File: src/rtl/regfile_scoreboard.sv
// -----------------------------------------------------------------------------
// regfile_scoreboard
//
// This block is a register file with two read ports and one write port. It also
// tracks which registers have a result still pending (a scoreboard).
//
// After reset, a sweep writes zero into every entry, one entry per cycle. The
// block then enters normal operation.
//
// Each register has a busy bit:
//   - An issued instruction sets the busy bit of its destination register.
//   - A writeback clears it.
//   - If a set and a clear target the same register in the same cycle, the set
//     wins, because a newer producer has been issued.
//
// With BYPASS != 0, a writeback is forwarded to the read ports in the same cycle
// as the write. The forwarded write also shows the register as not busy.
//
// Parameters
//   XLEN    data width in bits
//   NREG    register count (power of two, >= 4)
//   BYPASS  1: forward write data to the read ports in the same cycle; 0: no
//           forwarding
//
// Ports
//   clk                sole clock, rising edge
//   rst_n              synchronous active-low reset
//   RA1, RA2           read addresses
//   RD1, RD2           read data, combinational from address
//   WE3, WA3, WD3      writeback enable / address / data
//   ISSUE_EN, ISSUE_RD issue strobe and destination register
//   BUSY1, BUSY2       the register at RA1 / RA2 has a pending result
//   READY              registered; high once the initial clear has finished
// -----------------------------------------------------------------------------
module regfile_scoreboard #(
   parameter int XLEN   = 32,
   parameter int NREG   = 32,
   parameter int BYPASS = 1
) (
   input  logic                      clk,
   input  logic                      rst_n,
   input  logic [$clog2(NREG)-1:0]   RA1,
   input  logic [$clog2(NREG)-1:0]   RA2,
   output logic [XLEN-1:0]           RD1,
   output logic [XLEN-1:0]           RD2,
   input  logic                      WE3,
   input  logic [$clog2(NREG)-1:0]   WA3,
   input  logic [XLEN-1:0]           WD3,
   input  logic                      ISSUE_EN,
   input  logic [$clog2(NREG)-1:0]   ISSUE_RD,
   output logic                      BUSY1,
   output logic                      BUSY2,
   output logic                      READY
);

   localparam int AW = $clog2(NREG);

   typedef enum logic {
      S_CLEAR = 1'b0,
      S_RUN   = 1'b1
   } state_t;

   state_t            r_state;
   state_t            w_next_state;
   logic [AW-1:0]     r_cnt;
   logic              r_ready;
   logic              w_clr_we;

   logic [XLEN-1:0]   r_mem [NREG];
   logic [NREG-1:0]   r_busy;
   logic [NREG-1:0]   w_busy_next;

   logic              w_run;
   logic              w_wr;       // architectural write: RUN, enabled, not x0
   logic              w_iss;      // architectural issue: RUN, enabled, not x0
   logic              w_fwd1;
   logic              w_fwd2;

   assign w_run = (r_state == S_RUN);
   assign w_wr  = w_run && WE3 && (WA3 != '0);
   assign w_iss = w_run && ISSUE_EN && (ISSUE_RD != '0);

   // ---------------------------------------------------------------------------
   // Control FSM: CLEAR sweeps entries 0..NREG-1, then RUN.
   // ---------------------------------------------------------------------------
   // NOTE: sequential state uses non-blocking assignments so that every flop
   // samples the values from before the edge, whatever the order of the blocks.
   always_ff @(posedge clk) begin
      if (!rst_n) begin
         r_state <= S_CLEAR;
         r_cnt   <= '0;
         r_ready <= 1'b0;
      end else begin
         r_state <= w_next_state;
         r_ready <= (w_next_state == S_RUN);
         if (r_state == S_CLEAR) begin
            r_cnt <= r_cnt + 1'b1;
         end
      end
   end

   // NOTE: every signal driven here gets a default first. A signal left
   // unassigned on some path would infer a latch.
   always_comb begin
      w_next_state = r_state;
      w_clr_we     = 1'b0;
      unique case (r_state)
         S_CLEAR: begin
            w_clr_we = 1'b1;
            // The counter reaching all-ones means this edge clears the last entry.
            if (r_cnt == {AW{1'b1}}) begin
               w_next_state = S_RUN;
            end
         end
         S_RUN: begin
            w_next_state = S_RUN;
         end
         default: begin
            w_next_state = S_CLEAR;
         end
      endcase
   end

   // ---------------------------------------------------------------------------
   // Storage array
   // ---------------------------------------------------------------------------
   // NOTE: the array has no reset branch. This keeps it mappable to RAM. The
   // clear sweep zeroes it instead, and the read ports are gated to 0 until the
   // sweep is done.
   always_ff @(posedge clk) begin
      if (rst_n) begin
         if (w_clr_we) begin
            r_mem[r_cnt] <= '0;
         end else if (w_wr) begin
            r_mem[WA3] <= WD3;
         end
      end
   end

   // ---------------------------------------------------------------------------
   // Scoreboard. The set is applied after the clear, so that it wins a collision
   // on the same register.
   // ---------------------------------------------------------------------------
   always_comb begin
      w_busy_next = r_busy;
      if (w_wr) begin
         w_busy_next[WA3] = 1'b0;
      end
      if (w_iss) begin
         w_busy_next[ISSUE_RD] = 1'b1;
      end
      w_busy_next[0] = 1'b0;
   end

   always_ff @(posedge clk) begin
      if (!rst_n) begin
         r_busy <= '0;
      end else begin
         r_busy <= w_busy_next;
      end
   end

   // ---------------------------------------------------------------------------
   // Read ports. These are combinational and forced to 0 during CLEAR and for
   // address 0. Forwarding depends only on the write strobe and the address.
   // ---------------------------------------------------------------------------
   assign w_fwd1 = (BYPASS != 0) && WE3 && (WA3 == RA1);
   assign w_fwd2 = (BYPASS != 0) && WE3 && (WA3 == RA2);

   always_comb begin
      RD1   = '0;
      BUSY1 = 1'b0;
      if (w_run && (RA1 != '0)) begin
         if (w_fwd1) begin
            RD1   = WD3;
            BUSY1 = 1'b0;
         end else begin
            RD1   = r_mem[RA1];
            BUSY1 = r_busy[RA1];
         end
      end
   end

   always_comb begin
      RD2   = '0;
      BUSY2 = 1'b0;
      if (w_run && (RA2 != '0)) begin
         if (w_fwd2) begin
            RD2   = WD3;
            BUSY2 = 1'b0;
         end else begin
            RD2   = r_mem[RA2];
            BUSY2 = r_busy[RA2];
         end
      end
   end

   assign READY = r_ready;

endmodule

File: config.mk
export PLATFORM = sky130hd
export DESIGN_NAME = regfile_scoreboard
export DESIGN_NICKNAME = d
export VERILOG_FILES = /design/src/rtl/regfile_scoreboard.sv
export SDC_FILE = /design/constraint.sdc
export NUM_CORES = 1
export LEC_CHECK = 0
export CAP_MARGIN = 10
export CELL_PAD_IN_SITES_DETAIL_PLACEMENT = 1
export CELL_PAD_IN_SITES_GLOBAL_PLACEMENT = 1
export CORE_MARGIN = 4
export CORE_UTILIZATION = 45
export DETAILED_ROUTE_END_ITERATION = 10
export GPL_TIMING_DRIVEN = 0
export PLACE_DENSITY = 0.7
export SYNTH_ARGS = -nofsm -noshare
export SYNTH_HDL_FRONTEND = slang
export SYNTH_SLANG_ARGS = --single-unit
File: constraint.sdc
create_clock -name clk -period 3.9 [get_ports clk]
set_clock_uncertainty 0.05 [all_clocks]
set_input_delay 0.78 -clock clk [delete_from_list [all_inputs] [get_ports clk]]
set_output_delay 0.78 -clock clk [all_outputs]
set_load 0.03 [all_outputs]
==> results of run 1 <==
==> worst max-delay path: stages <==
cell       delay [ns]
buf_4            0.16
bufbuf_16        0.29
buf_16           0.16
buf_16           0.18
clkbuf_8         0.20
a31oi_1          0.19
o221ai_2         0.17
a211oi_4         0.47
a211o_1          0.29
buf_4            0.20
==> metrics by stage <==
step | hold WS [ns] | setup TNS [ns] | power [W] | instances | setup slack, ns
3_3_place_gp | 0.4473 | -3171.39 | 0.01439 | 4585 | -2.849
3_5_place_dp | 0.4725 | -1169.23 | 0.01446 | 4622 | -2.601
4_1_cts | 0.4808 | -0.1859 | 0.02512 | 4844 | -0.05544
6_report | 0.4858 | -0.1661 | 0.02522 | 4893 | -0.04898
2_1_floorplan | 0.4139 | 0 | 0.01372 | 2970 | 0.05629
5_1_grt | 0.4873 | -0.2208 | 0.02579 | 4890 | -0.04348
==> final cells by class <==
| class | count | area share |
|---|---|---|
| clock inverters | 69 | 0.01042 |
| repair buffers | 216 | 0.04144 |
| multi-input cells | 1649 | 0.3189 |
| well taps | 1500 | 0.03030 |
| flip-flops and latches | 1061 | 0.5085 |
| inverters | 8 | 0.0007475 |
| diodes | 3 | 0.0001212 |
| plain buffers | 252 | 0.04220 |
| clock buffers | 135 | 0.04734 |
==> layer usage <==
| layer | global-route usage | vias to the layer above | share of wire |
|---|---|---|---|
| met4 | 0.1454 | 10 | 0.049 |
| met2 | 0.5151 | 2590 | 0.47 |
| li1 | - | 13310 | - |
| met5 | 0 | - | 0.00028 |
| met3 | 0.1007 | 605 | 0.12 |
| met1 | 0.4084 | 18360 | 0.36 |
==> how the worst max path moves through the flow <==
stage / startpoint / to
3_5_place_dp: RA1[4] / RD1[21]
3_3_place_gp: WA3[1] / r_mem[21][13]$_DFFE_PP_
5_1_grt: RA1[1] / RD1[2]
4_1_cts: WA3[3] / RD2[4]
2_1_floorplan: WE3 / r_mem[27][0]$_DFFE_PP_
6_report: RA1[0] / RD1[28]
==> logic make-up after synthesis <==
family	count (synthesis)
compound gates	650
fa+ha+maj	2
mux	737
xor+xnor	12
simple gates	248
flops	1061
buf+inv	260
==> cells in the mapped netlist, types with 9 or more instances <==
cell type,count
buf_4,31
o21ai_0,85
mux2_2,38
dfxtp_1,37
a21oi_1,65
nor2_1,57
a21boi_0,32
a221oi_1,126
o21ai_1,13
buf_2,96
nand2b_1,19
nand2_1,55
a211o_1,60
nand3_1,9
a22oi_1,91
a211oi_1,97
a31oi_1,30
mux4_2,367
o221ai_1,30
nor2b_1,49
clkbuf_1,89
xnor2_1,12
buf_6,25
edfxtp_1,1024
and2_1,34
mux2i_1,331
==> report_power, final <==
group	internal [W]	switching [W]	total, W
combinational	0.000827	0.00128	0.00211
clock	0.00606	0.00463	0.0107
sequential	0.0124	0.0000389	0.0124
==> sequential cells by signal, summed over array words and instances (netlist names) <==
register,cells
READY,1
r_mem,1024
r_cnt,5
r_busy,31
==> placed cells by master, fill, tap and decap left out, drive strengths merged, types with 60 or more instances in the layout <==
master / n
edfxtp: 1024
mux4: 367
mux2i: 331
buf: 319
clkbuf: 235
a221oi: 126
o21ai: 99
a211oi: 97
a22oi: 91
a21oi: 65
a211o: 60
==> what timing repair did <==
| item | 4_1_cts | 5_1_grt |
|---|---|---|
| pin swaps | 65 | 36 |
| endpoints found under the setup margin | 332 | 229 |
| gates resized for setup | 886 | 137 |
| buffers inserted | 16 | 23 |
| cloned | 2 | 1 |
==> impl_metrics.env, run 1 <==
export IMPL_dp_hpwl_microns=136500
export IMPL_synth_ff_type="edfxtp_1"
export IMPL_cp_end_kind="output pin"
export IMPL_power_density_nw_per_um2=407.2
export IMPL_hold_buffers=0
export IMPL_rsz0062_at_grt="true"
export IMPL_via_count=34880
export IMPL_cp_arrival_ns=3.12
export IMPL_clkLatencyLatePin_ns=0.69
export IMPL_ir_drop_mv=0.3724
export IMPL_synth_top_family_by_area="multiplexers"
export IMPL_cts_tree="built"
export IMPL_slew_headroom=0.1521
export IMPL_tightest_slew_ns=1.272
export IMPL_fin_ws_ns=-0.04898
export IMPL_cts_made_buffers=110
export IMPL_synth_compound_area_frac=0.09281
export IMPL_cp_required_ns=3.07
export IMPL_via_per_inst=7.128
export IMPL_synthXorXnorAreaFrac=0.002056
export IMPL_min_from="r_busy[16]$_SDFF_PN0_"
export IMPL_crit_type="input port to output pin"
export IMPL_finalHoldViolations=0
export IMPL_final_core_util=0.5497
export IMPL_slew_violations=0
export IMPL_period_minus_slack_ns=3.949
export IMPL_synth_area_sq_um=51120
export IMPL_r2r_end="r_mem[26][3]$_DFFE_PP_"
export IMPL_clk_path_buf_depth=3
export IMPL_yosys_warnings=0
export IMPL_seq_area_frac_synth=0.6160
export IMPL_root_buffer="clkbuf_16"
export IMPL_num_rows=123
export IMPL_routed_wl_microns=198500
export IMPL_die_h_microns=345.1
export IMPL_fill_cells=10110
export IMPL_min_delay_path_depth=2
export IMPL_port_buffers=115
export IMPL_setup_viol=10
export IMPL_place_gp_congestion=0.9419
export IMPL_drt_iter0_drc=5172
export IMPL_io_pins=123
export IMPL_synthTopCellsByArea="edfxtp_1 (60%), mux4_2 (16%), mux2i_1 (6.5%)"
export IMPL_coreArea_sq_um=112700
export IMPL_dpl_cell_area_sq_um=55210
export IMPL_start_util=0.4538
export IMPL_synth_edf_count=1024
export IMPL_reg2reg_slack_ns=0.18
export IMPL_fin_area_sq_um=61930
export IMPL_async_flop_share=0
export IMPL_worstPathMaxFanout=10
export IMPL_fin_crit_sh=1.013
export IMPL_r2r_cells=5
export IMPL_synth_top_area_frac=0.6015
export IMPL_grt_pass1_wl_microns=275300
export IMPL_cap_viol_max_count=0
export IMPL_min_delay_worst_endpoint="r_busy[16]$_SDFF_PN0_"
export IMPL_overflow=0
export IMPL_die_area_sq_um=119100
export IMPL_final_antenna_net_count=0
export IMPL_power_leakage_nw=21.03
export IMPL_ys_ff_latch=1061
export IMPL_synth_avg_cell_area_sq_um=17.21
export IMPL_failed_checks="negative setup slack"
export IMPL_first_pass_iters=6
export IMPL_cts_sinks=1061
export IMPL_syn2layout_area_growth_pct=21.14
export IMPL_grt_pass1_vias=36410
export IMPL_grt_max_degree=33
export IMPL_yosys_area_share_simple=0.02489
export IMPL_max_freq_mhz=253.2
export IMPL_yosysUniqueCellTypes=67
export IMPL_multiInputGateArea_sq_um=19750
export IMPL_drc=0
export IMPL_cts_clk_slew_worst_paths_ns=0.06
export IMPL_regArea_sq_um=31490
export IMPL_track_usage=0.3233
export IMPL_synthCells=2970
export IMPL_yosys_area_top_type="edfxtp_1"
export IMPL_start_kind="input port"
export IMPL_synth_fa_ha_area_frac=0.0004895
export IMPL_ctsHtreeMaxLevel=3
export IMPL_synthMuxAreaShare=0.2351
export IMPL_status="finished, violations left"
export IMPL_drive_gt1_frac=0.3569
export IMPL_die_w_microns=345.1
export IMPL_worstReg2RegStart="READY$_SDFF_PN0_"
export IMPL_syn_num_nets=3028
export IMPL_min_path_type="flip-flop to flip-flop"
export IMPL_nets=3356
export IMPL_wl_per_cell_microns=40.57
export IMPL_antenna_found_initial=11
No activity file was read; power rests on OpenSTA's default activity.
==> run 2, diff against run 1 <==
CORE_UTILIZATION = 49   (was 45)
PLACE_DENSITY = 0.76   (was 0.7)
==> run 2 against run 1 <==
The run still ends with negative setup slack left. Global-route usage up 3.8 points. Sequential cell count unchanged. Critical endpoint is now RD2[22]. Critical path depth down 1. Fmax down 2.6%. Power up 0.74%.
==> impl_metrics.env, run 2 (synthesis gave the netlist of run 1 again) <==
export IMPL_cts_made_buffers=111
export IMPL_power_leakage_nw=20.95
export IMPL_overflow=0
export IMPL_cts_tree="built"
export IMPL_dp_hpwl_microns=133500
export IMPL_antenna_found_initial=16
export IMPL_routed_wl_microns=200500
export IMPL_setup_viol=15
export IMPL_nets=3333
export IMPL_status="finished, violations left"
export IMPL_track_usage=0.3613
export IMPL_top_register="r_mem"
export IMPL_slew_violations=0
export IMPL_die_area_sq_um=109600
export IMPL_dpl_cell_area_sq_um=55100
export IMPL_drt_iter0_drc=5118
export IMPL_cts_sinks=1061
export IMPL_power_density_nw_per_um2=412.5
export IMPL_via_count=35580
export IMPL_die_w_microns=331.0
export IMPL_power_w=0.02540
export IMPL_slew_headroom=0.1284
export IMPL_failed_checks="negative setup slack"
export IMPL_period_minus_slack_ns=4.055
export IMPL_final_antenna_net_count=0
export IMPL_cp_arrival_ns=3.23
export IMPL_grt_pass1_wl_microns=276300
export IMPL_wl_per_cell_microns=42.18
export IMPL_mostFrequentLayoutCells="edfxtp_1 (1,024), mux4_2 (367), mux2i_1 (324)"
export IMPL_cp_required_ns=3.07
export IMPL_finalHoldViolations=0
export IMPL_hold_buffers=0
export IMPL_fin_ws_ns=-0.1552
export IMPL_cts_clk_slew_worst_paths_ns=0.06
export IMPL_cp_end_kind="output pin"
export IMPL_start_kind="input port"
export IMPL_layout_cells_most_common="edfxtp_1"
export IMPL_max_freq_mhz=246.6
export IMPL_grt_max_degree=33
export IMPL_num_rows=118
export IMPL_cap_viol_max_count=0
export IMPL_grt_pass1_vias=36840
export IMPL_place_gp_congestion=0.9396
export IMPL_ir_drop_mv=0.4096
export IMPL_via_per_inst=7.485
export IMPL_first_pass_iters=6
export IMPL_hold_ws_ns=0.4728
export IMPL_syn2layout_area_growth_pct=20.46
export IMPL_ctsHtreeMaxLevel=3
export IMPL_clkLatencyLatePin_ns=0.68
export IMPL_crit_type="input port to output pin"
export IMPL_start_util=0.4940
export IMPL_worstPathMaxFanout=10
export IMPL_io_pins=123
export IMPL_min_path_type="flip-flop to flip-flop"
export IMPL_die_h_microns=331.0
export IMPL_port_buffers=115
export IMPL_fin_area_sq_um=61580
export IMPL_tightest_slew_ns=1.307
export IMPL_clk_path_buf_depth=3
export IMPL_fin_crit_sh=1.040
export IMPL_drive_gt1_frac=0.3547
export IMPL_reg_largest_list="r_mem (1024), r_busy (31), r_cnt (5)"
export IMPL_coreArea_sq_um=103500
export IMPL_largest_reg_flops=1024
export IMPL_final_core_util=0.5950
export IMPL_rsz0062_at_grt="true"
export IMPL_drc=0
export IMPL_root_buffer="clkbuf_16"
[run 2: through the flow]
step / std cells / setup TNS (ns) / setup slack, ns
2_1_floorplan: 2970 / 0 / 0.05629
3_3_place_gp: 4465 / -3171.86 / -3.159
3_5_place_dp: 4502 / -992.06 / -2.453
4_1_cts: 4729 / -0.006686 / -0.006686
5_1_grt: 4749 / -0.3524 / -0.1667
6_report: 4753 / -0.5003 / -0.1552
[run 2: critical path: stages]
cell      delay (ns)
buf_4           0.17
buf_4           0.30
buf_4           0.31
mux4_2          0.34
nor2b_1         0.17
a211oi_1        0.38
a211oi_2        0.17
a211o_1         0.38
buf_2           0.20
[run 2: path summary, 6_finish.rpt]
kind,start,endpoint,slack [ns],cells after the start
hold / removal,r_busy[5]$_SDFF_PN0_,r_busy[5]$_SDFF_PN0_,0.47,2
setup / recovery,RA2[2],RD2[22],-0.16,9
setup reg to reg,READY$_SDFF_PN0_,r_mem[15][7]$_DFFE_PP_,0.20,7
hold reg to reg,r_busy[5]$_SDFF_PN0_,r_busy[5]$_SDFF_PN0_,0.47,2
[run 2: area by class of cell]
type                       count  area [sq um]
antenna                        4         10.01
buffer                       251          2546
clock buffer                 136          3018
clock inverter                71         649.4
fill                        8946         41920
inverter                       8         46.29
multi-input combinational   1649         19730
sequential                  1061         31490
tap                         1380          1727
timing repair buffer         193          2364
[run 2: repair_timing]
item,in CTS,in global routing
buffers inserted,18,5
setup endpoints to repair,129,65
pin swaps,66,41
hold endpoints to repair,0,0
gates cloned,3,0
gates resized for setup,865,132
[run 2: report_power, final]
group	leakage, nW	switching (W)	internal (W)
logic	8.74	0.00129	0.000809
clock network	1.79	0.00468	0.00621
registers	10.4	0.0000403	0.0124
[run 2: metal layers]
| layer | vias up | GRT usage | wire length, microns |
|---|---|---|---|
| li1 | 13270 | - | - |
| met5 | - | 0 | 84 |
| met3 | 777 | 0.1266 | 26720 |
| met1 | 18440 | 0.4412 | 68010 |
| met2 | 3077 | 0.5714 | 93030 |
| met4 | 14 | 0.1888 | 12660 |
